--- config.mk ---
export PLATFORM = sky130hd
export DESIGN_NAME = dpic_mem_arbiter
export DESIGN_NICKNAME = d
export VERILOG_FILES = /design/src/rtl/dpic_mem_arb_pkg.sv /design/src/rtl/dpic_mem_req_check.sv /design/src/rtl/dpic_mem_arbiter.sv
export SDC_FILE = /design/constraint.sdc
export NUM_CORES = 1
export LEC_CHECK = 0
export BUFFER_PORTS_ARGS = -buffer_cell sky130_fd_sc_hd__clkbuf_2
export CORE_AREA = 2 2 232 234
export DETAILED_ROUTE_END_ITERATION = 16
export DIE_AREA = 0 0 234 236
export MAX_ROUTING_LAYER = met4
export PLACE_DENSITY = 0.38
export SYNTH_ARGS = -nofsm -noshare
export SYNTH_HDL_FRONTEND = slang
export SYNTH_SLANG_ARGS = --single-unit
--- constraint.sdc ---
create_clock -name clock -period 5.4 [get_ports clock]
set_input_delay 1.08 -clock clock [delete_from_list [all_inputs] [get_ports clock]]
set_output_delay 1.08 -clock clock [all_outputs]
set_load 0.01 [all_outputs]
--- src/rtl/dpic_mem_arb_pkg.sv ---
// Shared types and helpers for the DPI-C memory port arbiter.
// Request state, owner encoding and the legal store-mask set.
package dpic_mem_arb_pkg;

    typedef enum logic [1:0] {
        IDLE = 2'd0,
        WAIT = 2'd1,
        RESP = 2'd2
    } state_t;

    typedef enum logic {
        OWN_IFU = 1'b0,
        OWN_LSU = 1'b1
    } owner_t;

    localparam logic [7:0] MASK_B = 8'h01;
    localparam logic [7:0] MASK_H = 8'h03;
    localparam logic [7:0] MASK_W = 8'h0F;
    localparam logic [7:0] MASK_D = 8'hFF;

    // Access size in bytes for a store mask; 0 marks an illegal mask.
    function automatic logic [3:0] size_from_mask(input logic [7:0] mask);
        case (mask)
            MASK_B:  return 4'd1;
            MASK_H:  return 4'd2;
            MASK_W:  return 4'd4;
            MASK_D:  return 4'd8;
            default: return 4'd0;
        endcase
    endfunction

endpackage

--- src/rtl/dpic_mem_req_check.sv ---
// Combinational request legality check: store mask must be one of the
// four contiguous masks and the address must be aligned to the access size.
module dpic_mem_req_check
    import dpic_mem_arb_pkg::*;
(
    input  logic       wen,
    input  logic [7:0] mask,
    input  logic [2:0] addr_lo,
    output logic       err
);

    logic [3:0] size;
    logic [2:0] align_mask;

    always_comb begin
        // Loads always fetch a full doubleword, so their mask is not consulted.
        size       = wen ? size_from_mask(mask) : 4'd8;
        // Size 8 wraps to 3'b111 here, which is exactly the alignment mask wanted.
        align_mask = size[2:0] - 3'd1;
        err        = (size == 4'd0) || ((addr_lo & align_mask) != 3'd0);
    end

endmodule

--- src/rtl/dpic_mem_arbiter.sv ---
// Arbitrates the single DPI-C memory port between IFU and LSU, one request
// in flight at a time, with an exactly-one-cycle write strobe per store.
module dpic_mem_arbiter
    import dpic_mem_arb_pkg::*;
#(
    parameter int LATENCY    = 2,
    parameter int LSU_STREAK = 4
) (
    input  logic        clock,
    input  logic        reset,
    input  logic        ifu_req_valid,
    output logic        ifu_req_ready,
    input  logic [63:0] ifu_req_addr,
    output logic        ifu_resp_valid,
    output logic [63:0] ifu_resp_data,
    input  logic        lsu_req_valid,
    output logic        lsu_req_ready,
    input  logic [63:0] lsu_req_addr,
    input  logic        lsu_req_wen,
    input  logic [63:0] lsu_req_wdata,
    input  logic [7:0]  lsu_req_wmask,
    output logic        lsu_resp_valid,
    output logic [63:0] lsu_resp_data,
    output logic        lsu_resp_err,
    output logic        mem_rd_en,
    output logic [63:0] mem_rd_addr,
    input  logic [63:0] mem_rd_data,
    output logic        mem_we_en,
    output logic [63:0] mem_we_addr,
    output logic [63:0] mem_we_data,
    output logic [7:0]  mem_we_mask
);

    localparam int CTR_W    = $clog2(LATENCY + 1);
    localparam int STREAK_W = $clog2(LSU_STREAK + 1);

    state_t              state, state_nxt;
    owner_t              req_owner;
    logic [63:0]         req_addr;
    logic                req_wen;
    logic [63:0]         req_wdata;
    logic [7:0]          req_wmask;
    logic                req_err;
    logic [63:0]         resp_data;
    logic [CTR_W-1:0]    ctr;
    logic [STREAK_W-1:0] streak;

    logic        arb_open, force_ifu, ifu_grant, lsu_grant, any_grant, last_wait;
    logic [63:0] sel_addr;
    logic        sel_wen;
    logic [7:0]  sel_wmask;
    logic        sel_err;

    function automatic logic [STREAK_W-1:0] sat_inc(input logic [STREAK_W-1:0] s);
        return (s == STREAK_W'(LSU_STREAK)) ? s : s + STREAK_W'(1);
    endfunction

    // Arbitration: LSU has priority unless IFU has been starved for LSU_STREAK grants.
    assign arb_open      = (state == IDLE) && !reset;
    assign force_ifu     = (streak == STREAK_W'(LSU_STREAK)) && ifu_req_valid;
    assign lsu_req_ready = arb_open && !force_ifu;
    assign ifu_req_ready = arb_open && (!lsu_req_valid || force_ifu);
    assign ifu_grant     = ifu_req_valid && ifu_req_ready;
    assign lsu_grant     = lsu_req_valid && lsu_req_ready;
    assign any_grant     = ifu_grant || lsu_grant;
    assign last_wait     = (state == WAIT) && (ctr == '0);

    assign sel_addr  = lsu_grant ? lsu_req_addr  : ifu_req_addr;
    assign sel_wen   = lsu_grant ? lsu_req_wen   : 1'b0;
    assign sel_wmask = lsu_grant ? lsu_req_wmask : MASK_D;

    dpic_mem_req_check u_req_check (
        .wen     (sel_wen),
        .mask    (sel_wmask),
        .addr_lo (sel_addr[2:0]),
        .err     (sel_err)
    );

    always_ff @(posedge clock) begin
        if (reset) state <= IDLE;
        else       state <= state_nxt;
    end

    always_comb begin
        state_nxt      = state;
        ifu_resp_valid = 1'b0;
        ifu_resp_data  = '0;
        lsu_resp_valid = 1'b0;
        lsu_resp_data  = '0;
        lsu_resp_err   = 1'b0;
        mem_rd_en      = 1'b0;
        mem_rd_addr    = '0;
        mem_we_en      = 1'b0;
        mem_we_addr    = '0;
        mem_we_data    = '0;
        mem_we_mask    = '0;
        // Everything is gated by reset so a reset landing mid-WAIT cannot leak a write.
        if (!reset) begin
            case (state)
                IDLE: if (any_grant) state_nxt = WAIT;
                WAIT: begin
                    if (!req_err && !req_wen) begin
                        mem_rd_en   = 1'b1;
                        mem_rd_addr = req_addr;
                    end
                    if (!req_err && req_wen && last_wait) begin
                        mem_we_en   = 1'b1;
                        mem_we_addr = req_addr;
                        mem_we_data = req_wdata;
                        mem_we_mask = req_wmask;
                    end
                    if (ctr == '0) state_nxt = RESP;
                end
                RESP: begin
                    if (req_owner == OWN_IFU) begin
                        ifu_resp_valid = 1'b1;
                        ifu_resp_data  = resp_data;
                    end else begin
                        lsu_resp_valid = 1'b1;
                        lsu_resp_data  = resp_data;
                        lsu_resp_err   = req_err;
                    end
                    state_nxt = IDLE;
                end
                default: state_nxt = IDLE;
            endcase
        end
    end

    // Control registers: latency countdown and IFU starvation streak.
    always_ff @(posedge clock) begin
        if (reset) begin
            ctr    <= '0;
            streak <= '0;
        end else begin
            if (any_grant)
                ctr <= CTR_W'(LATENCY - 1);
            else if (state == WAIT && ctr != '0)
                ctr <= ctr - CTR_W'(1);

            if (ifu_grant || !ifu_req_valid)
                streak <= '0;
            else if (lsu_grant)
                streak <= sat_inc(streak);
        end
    end

    // Request/response data registers; outputs are gated by state, so no reset needed.
    always_ff @(posedge clock) begin
        if (any_grant) begin
            req_owner <= lsu_grant ? OWN_LSU : OWN_IFU;
            req_addr  <= sel_addr;
            req_wen   <= sel_wen;
            req_wdata <= lsu_req_wdata;
            req_wmask <= lsu_req_wmask;
            req_err   <= sel_err;
        end
        if (last_wait)
            resp_data <= (req_err || req_wen) ? 64'd0 : mem_rd_data;
    end

endmodule
==> impl_metrics.tcl, run 1 <==
set metrics [dict create \
    layout-drive-gt1-share 0.443 \
    overflow 0 \
    ys_seq_area_frac 0.621 \
    placed_cells 2164 \
    final_hold_viol_count 0 \
    grt_pass1_vias 8474 \
    worst_r2r_path_depth 8 \
    period_needed_ns 4.08 \
    yosys.area.top_type "edfxtp_1" \
    status "complete, no violations" \
    ir_worst_vdd_mv 0.241 \
    ys_warn_count 0 \
    final_core_util 0.279 \
    cts-root-buf "clkbuf_16" \
    clock_latency_ns 0.55 \
    whs_ns 0.505 \
    place.port_buffers 603 \
    switching_share 0.246 \
    die_y_um 236 \
    clkTransAtPathRegs_ns 0.06 \
    maxSlewHeadroom 0.487 \
    die_area_mm2 0.0552 \
    clk_path_buf_depth 3 \
    maxCapViolCount 0 \
    nFillCells 5707 \
    synth_area_leaders "edfxtp_1 61%, and2_1 24%, nand2_1 7.1%" \
    grt_pass1_wl_mm 54.9 \
    synth_cell_types 36 \
    internal_power_mw 3.25 \
    dp.final_hpwl_mm 30.5 \
    wire_per_inst_um 17.8 \
    synth_nets 1182 \
    remaining_drc_errors 0 \
    yosysTopAreaCellShare 0.607 \
    syn_area_mm2 0.0100 \
    worstPathRequired_ns 4.32 \
    setup_viol 0 \
    drv_slew 0 \
    gp_congestion 0.799 \
    grt_max_degree 70 \
    ff2ff_setup_slack_ns 2.57 \
    hold_buffers 0 \
    crit_path_start "reset" \
    num_rows 85 \
    p_switching_mw 1.06 \
    rsz0062_at_grt "false" \
    p_total_mw 4.31 \
    combPwrFrac 0.098 \
    coreArea_mm2 0.0531 \
    hold_path_startpoint "ctr[1]" \
    dr.first_iter.drc_count 305 \
    layout_commonest_cell "clkbuf_2" \
    seq_power_share 0.478 \
    fmax_ghz 0.245 \
    cts_tree "done" \
    routed_wl_mm 39.7 \
    die_x_um 234 \
    final_nets 1770 \
    fin_tns_setup_ns 0 \
    worst_r2r_endpoint "req_err" \
    arrival_ns 3.00 \
    power_density_mw_per_mm2 292 \
    p_leak_nw 7.03 \
    cts_setup_buffers 0 \
    start_util 0.189 \
    num_vias 8506 \
    clkPwrFrac 0.424 \
    layout_common_cells "603 x clkbuf_2, 393 x and2_1, 203 x edfxtp_1, 190 x nand2_1, 27 x clkbuf_16" \
    crit_type "in -> out" \
    cts_buffers 27 \
    finClkSkew_ns 0.0146 \
    synth_seq_cells 210 \
    cts_sinks 210 \
    viasPerCell 3.83 \
    grt_antenna_before_repair 10 \
    grt_usage 0.140 \
    finalNonFillerCells 2222 \
    timing.final.crit_share 0.756 \
    critical_path.max_fanout 69 \
    postSynthAreaPerCell_um2 11.1 \
    netlist_instances 909 \
    crit_end "mem_we_addr[40]" \
    io_pins 604 \
    cp-end-kind "output pin" \
    htreeDepth 1 \
    ctsResizeCount 0 \
    start_kind "input port" \
    drt_pass1_iterations 4 \
    area_delta_synth_final_pct 47.2 \
    worstReg2RegStart "streak[0]" \
    antenna_left 0 \
    hold_class "reg -> reg" \
    worst_pin_slew_ns 0.769 \
]
-- per-stage QoR --
stage / setup slack (ns) / cell area (um^2)
after floorplan: 0.728 / 10000
after global placement: 1.32 / 13900
after detailed placement: 1.23 / 13900
after CTS: 1.24 / 14800
after global routing: 1.12 / 14800
final: 1.32 / 14800
-- critical path, cell delays in order --
cell and delay [ns]:
clkbuf_2 0.16, or2_1 0.29, nor2_1 0.12, and3b_4 0.68, buf_12 0.29, and2_1 0.18, clkbuf_2 0.13
-- logic make-up after synthesis --
kind of cell / after synthesis / share of synthesized area
buf+inv: 66 / 0.0264
flops: 210 / 0.621
fa+ha+maj: 4 / 0.00498
mux: 3 / 0.00311
simple gates: 613 / 0.336
xor+xnor: 2 / 0.00174
compound gates: 11 / 0.00722
-- sequential cells by signal (all words and copies together), names as in the netlist --
register,flops
req_addr,64
req_wmask,8
streak,3
req_wen,1
ctr,2
req_wdata,64
state,2
req_err,1
resp_data,64
req_owner,1
-- metal layers --
layer  part of all wire  up-vias  track usage  wire length [um]
li1                   -     4145            -                 -
met1               0.37     3919        0.145             14800
met2               0.51      400        0.249             20200
met5                  0        -            -                 0
met3              0.097       42       0.0475              3860
met4              0.020        0       0.0380               797
-- cell usage after synthesis --
library cell,number
dfxtp_1,7
a2111oi_0,1
nand4b_2,1
nand2_1,190
and3b_1,1
a21oi_1,4
and3_2,1
or3b_2,1
and2_1,393
o22ai_1,1
ha_1,4
nor2b_1,1
a221o_1,1
nand2b_1,1
mux2_2,1
xnor2_1,2
o2bb2ai_1,1
clkbuf_1,41
o21ai_0,2
edfxtp_1,203
a311oi_1,1
or2_1,1
nand4_1,4
nor4b_1,1
or3_4,1
mux2i_1,2
nor4bb_1,1
inv_1,10
or4_4,1
nor4_4,1
clkbuf_2,3
nor2_1,10
nand3_1,2
nor3_1,2
buf_1,1
buf_2,11
-- power groups by stage --
stage / clock network [mW] / registers (mW) / logic, mW
floorplan: 0 / 2.06 / 0.209
global placement: 0 / 2.10 / 0.436
detailed placement: 0 / 2.10 / 0.435
CTS: 1.89 / 2.07 / 0.437
global route: 1.95 / 2.08 / 0.477
finish: 1.83 / 2.06 / 0.421
-- worst min-delay path by stage --
stage,endpoint,slack [ns],cells past startpoint
5_1_grt,ctr[1],0.54,2
3_3_place_gp,ctr[1],0.50,2
3_5_place_dp,ctr[1],0.50,2
4_1_cts,ctr[1],0.51,2
2_1_floorplan,ctr[1],0.47,2
6_report,ctr[1],0.50,2
-- final cells by class --
cell class / count / area, um^2 / share of cell area
diodes: 10 / 25.0 / 0.00169
clock buffers: 30 / 687 / 0.0464
clock inverters: 18 / 193 / 0.0130
inverters: 10 / 42.5 / 0.00288
multi-input cells: 633 / 3600 / 0.244
flip-flops and latches: 210 / 6240 / 0.422
well taps: 696 / 871 / 0.0589
repair buffers: 615 / 3130 / 0.212
(Power assumes the default switching activity.)
==> inputs of run 2 (changes only) <==
Clock period 5.4 ns to 4.07 ns, I/O delays scaled along.
==> run 2 against run 1 <==
Sequential cell count did not move; critical path depth did not move; cell count barely moved; via count rose by 0.31%; clock skew rose by 0.0071 ns; worst hold slack got worse by 0.065 ns; design area rose by 0.10%; utilization barely moved; non-clock buffer count rose by 5.
==> impl_metrics.tcl, run 2 (synthesized netlist as in run 1, its figures left out) <==
set metrics [dict create \
    crit_type "reg -> out" \
    path_depth 7 \
    worstPathRequired_ns 3.26 \
    grt_max_degree 71 \
    worst_pin_slew_ns 0.888 \
    htreeDepth 1 \
    final_hold_viol_count 0 \
    hold_depth 1 \
    worst-path-buf-inv 2 \
    slowest_delay_ns 0.47 \
    antenna_left 0 \
    arrival_ns 2.76 \
    grt_pass1_vias 8415 \
    hold_class "in -> reg" \
    dp.final_hpwl_mm 30.6 \
    worst_r2r_path_depth 9 \
    clock_latency_ns 0.55 \
    drt_pass1_iterations 4 \
    remaining_drc_errors 0 \
    clk_path_buf_depth 3 \
    cts_tree "done" \
    cpLargestDelayFamily "simple AND/OR/NAND/NOR gates" \
    die_x_um 234 \
    timing.final.crit_share 0.879 \
    routed_wl_mm 39.9 \
    fin_tns_setup_ns 0 \
    p_leak_nw 7.02 \
    wire_per_inst_um 18.0 \
    critPathSlowestCell "dfxtp_1" \
    fmax_ghz 0.280 \
    drv_slew 0 \
    viasPerCell 3.84 \
    start_kind "flip-flop" \
    overflow 0 \
    setup_viol 0 \
    gp_congestion 0.812 \
    place_area_mm2 0.0140 \
    reg_top3 "req_addr (64), req_wdata (64), resp_data (64)" \
    path_cells "nand2b_1 -> or2_1 -> nor2_1 -> and3b_4 -> buf_12 -> and2_1 -> clkbuf_2" \
    cts_sinks 210 \
    final_cell_area_mm2 0.0148 \
    num_vias 8532 \
    ctsResizeCount 0 \
    layout_common_cells "603 x clkbuf_2, 393 x and2_1, 203 x edfxtp_1, 190 x nand2_1, 26 x clkbuf_16" \
    cp-end-kind "output pin" \
    num_rows 85 \
    status "complete, no violations" \
    finClkSkew_ns 0.0217 \
    period_needed_ns 3.58 \
    place.port_buffers 603 \
    die_y_um 236 \
    maxCapViolCount 0 \
    die_area_mm2 0.0552 \
    layout_commonest_cell "clkbuf_2" \
    dr.first_iter.drc_count 284 \
    ir_worst_vdd_mv 0.343 \
    grt_usage 0.140 \
    grt_pass1_wl_mm 55.4 \
    cts-root-buf "clkbuf_16" \
    io_pins 604 \
    grt_antenna_before_repair 8 \
    setup_ws_ns 0.493 \
    coreArea_mm2 0.0531 \
    p_total_mw 5.61 \
    final_core_util 0.279 \
    cts_setup_buffers 0 \
    rsz0062_at_grt "false" \
    power_density_mw_per_mm2 379 \
    critical_path.max_fanout 70 \
    nFillCells 5715 \
    hold_buffers 0 \
    cts_buffers 26 \
    final_nets 1774 \
    start_util 0.189 \
    layout-drive-gt1-share 0.442 \
    post-place-ws_ns 0.638 \
    clkTransAtPathRegs_ns 0.06 \
    area_delta_synth_final_pct 47.4 \
    maxSlewHeadroom 0.408 \
]
run 2: changes by cell type in the layout (fill, tap and decap cells not counted), sizes merged:
| cell | change |
|---|---|
| clkinvlp | +3 |
| buf | +5 |
| bufinv | -1 |
| diode | -5 |
| inv | -3 |
| clkinv | -1 |
run 2: area by class of cell:
class	instances	area, um^2	area share
multi-input combinational	633	3600	0.243
antenna	5	12.5	0.000845
tap	696	871	0.0588
clock inverter	16	168	0.0113
clock buffer	30	666	0.0450
sequential	210	6240	0.421
timing repair buffer	620	3210	0.217
inverter	10	41.3	0.00279
run 2: worst paths after layout:
path	startpoint	slack, ns	to
max	state[0]	0.49	mem_we_data[2]
max reg2reg	streak[0]	1.67	req_err
min	lsu_req_wdata[59]	0.44	req_wdata[59]
min reg2reg	ctr[1]	0.50	ctr[1]
run 2: worst reg2reg max path: cells and delay by family (launching register included):
| family | cells | cell delay [ns] |
|---|---|---|
| and+or+nand+nor | 3 | 0.83 |
| adders and majority gates | 2 | 0.54 |
| AOI/OAI and AO/OA | 2 | 0.36 |
| DFF | 1 | 0.33 |
| buffers and inverters | 2 | 0.10 |
run 2: metal layers:
| layer | track usage | vias to the layer above | share of wire |
|---|---|---|---|
| met5 | - | - | 0 |
| met4 | 0.0359 | 0 | 0.018 |
| met3 | 0.0442 | 44 | 0.093 |
| met2 | 0.239 | 387 | 0.50 |
| met1 | 0.157 | 3959 | 0.39 |
| li1 | - | 4142 | - |
run 2: power breakdown:
group | switching (mW) | total, mW | leakage [nW] | internal (mW)
Combinational | 0.353 | 0.581 | 4.65 | 0.227
Sequential | 0.100 | 2.74 | 1.98 | 2.64
Clock | 0.939 | 2.30 | 0.400 | 1.36
run 2: stage by stage:
stage / hold slack [ns] / instances
floorplan: 0.474 / 909
global placement: 0.500 / 2169
detailed placement: 0.501 / 2169
CTS: 0.394 / 2215
global route: 0.409 / 2220
finish: 0.439 / 2220
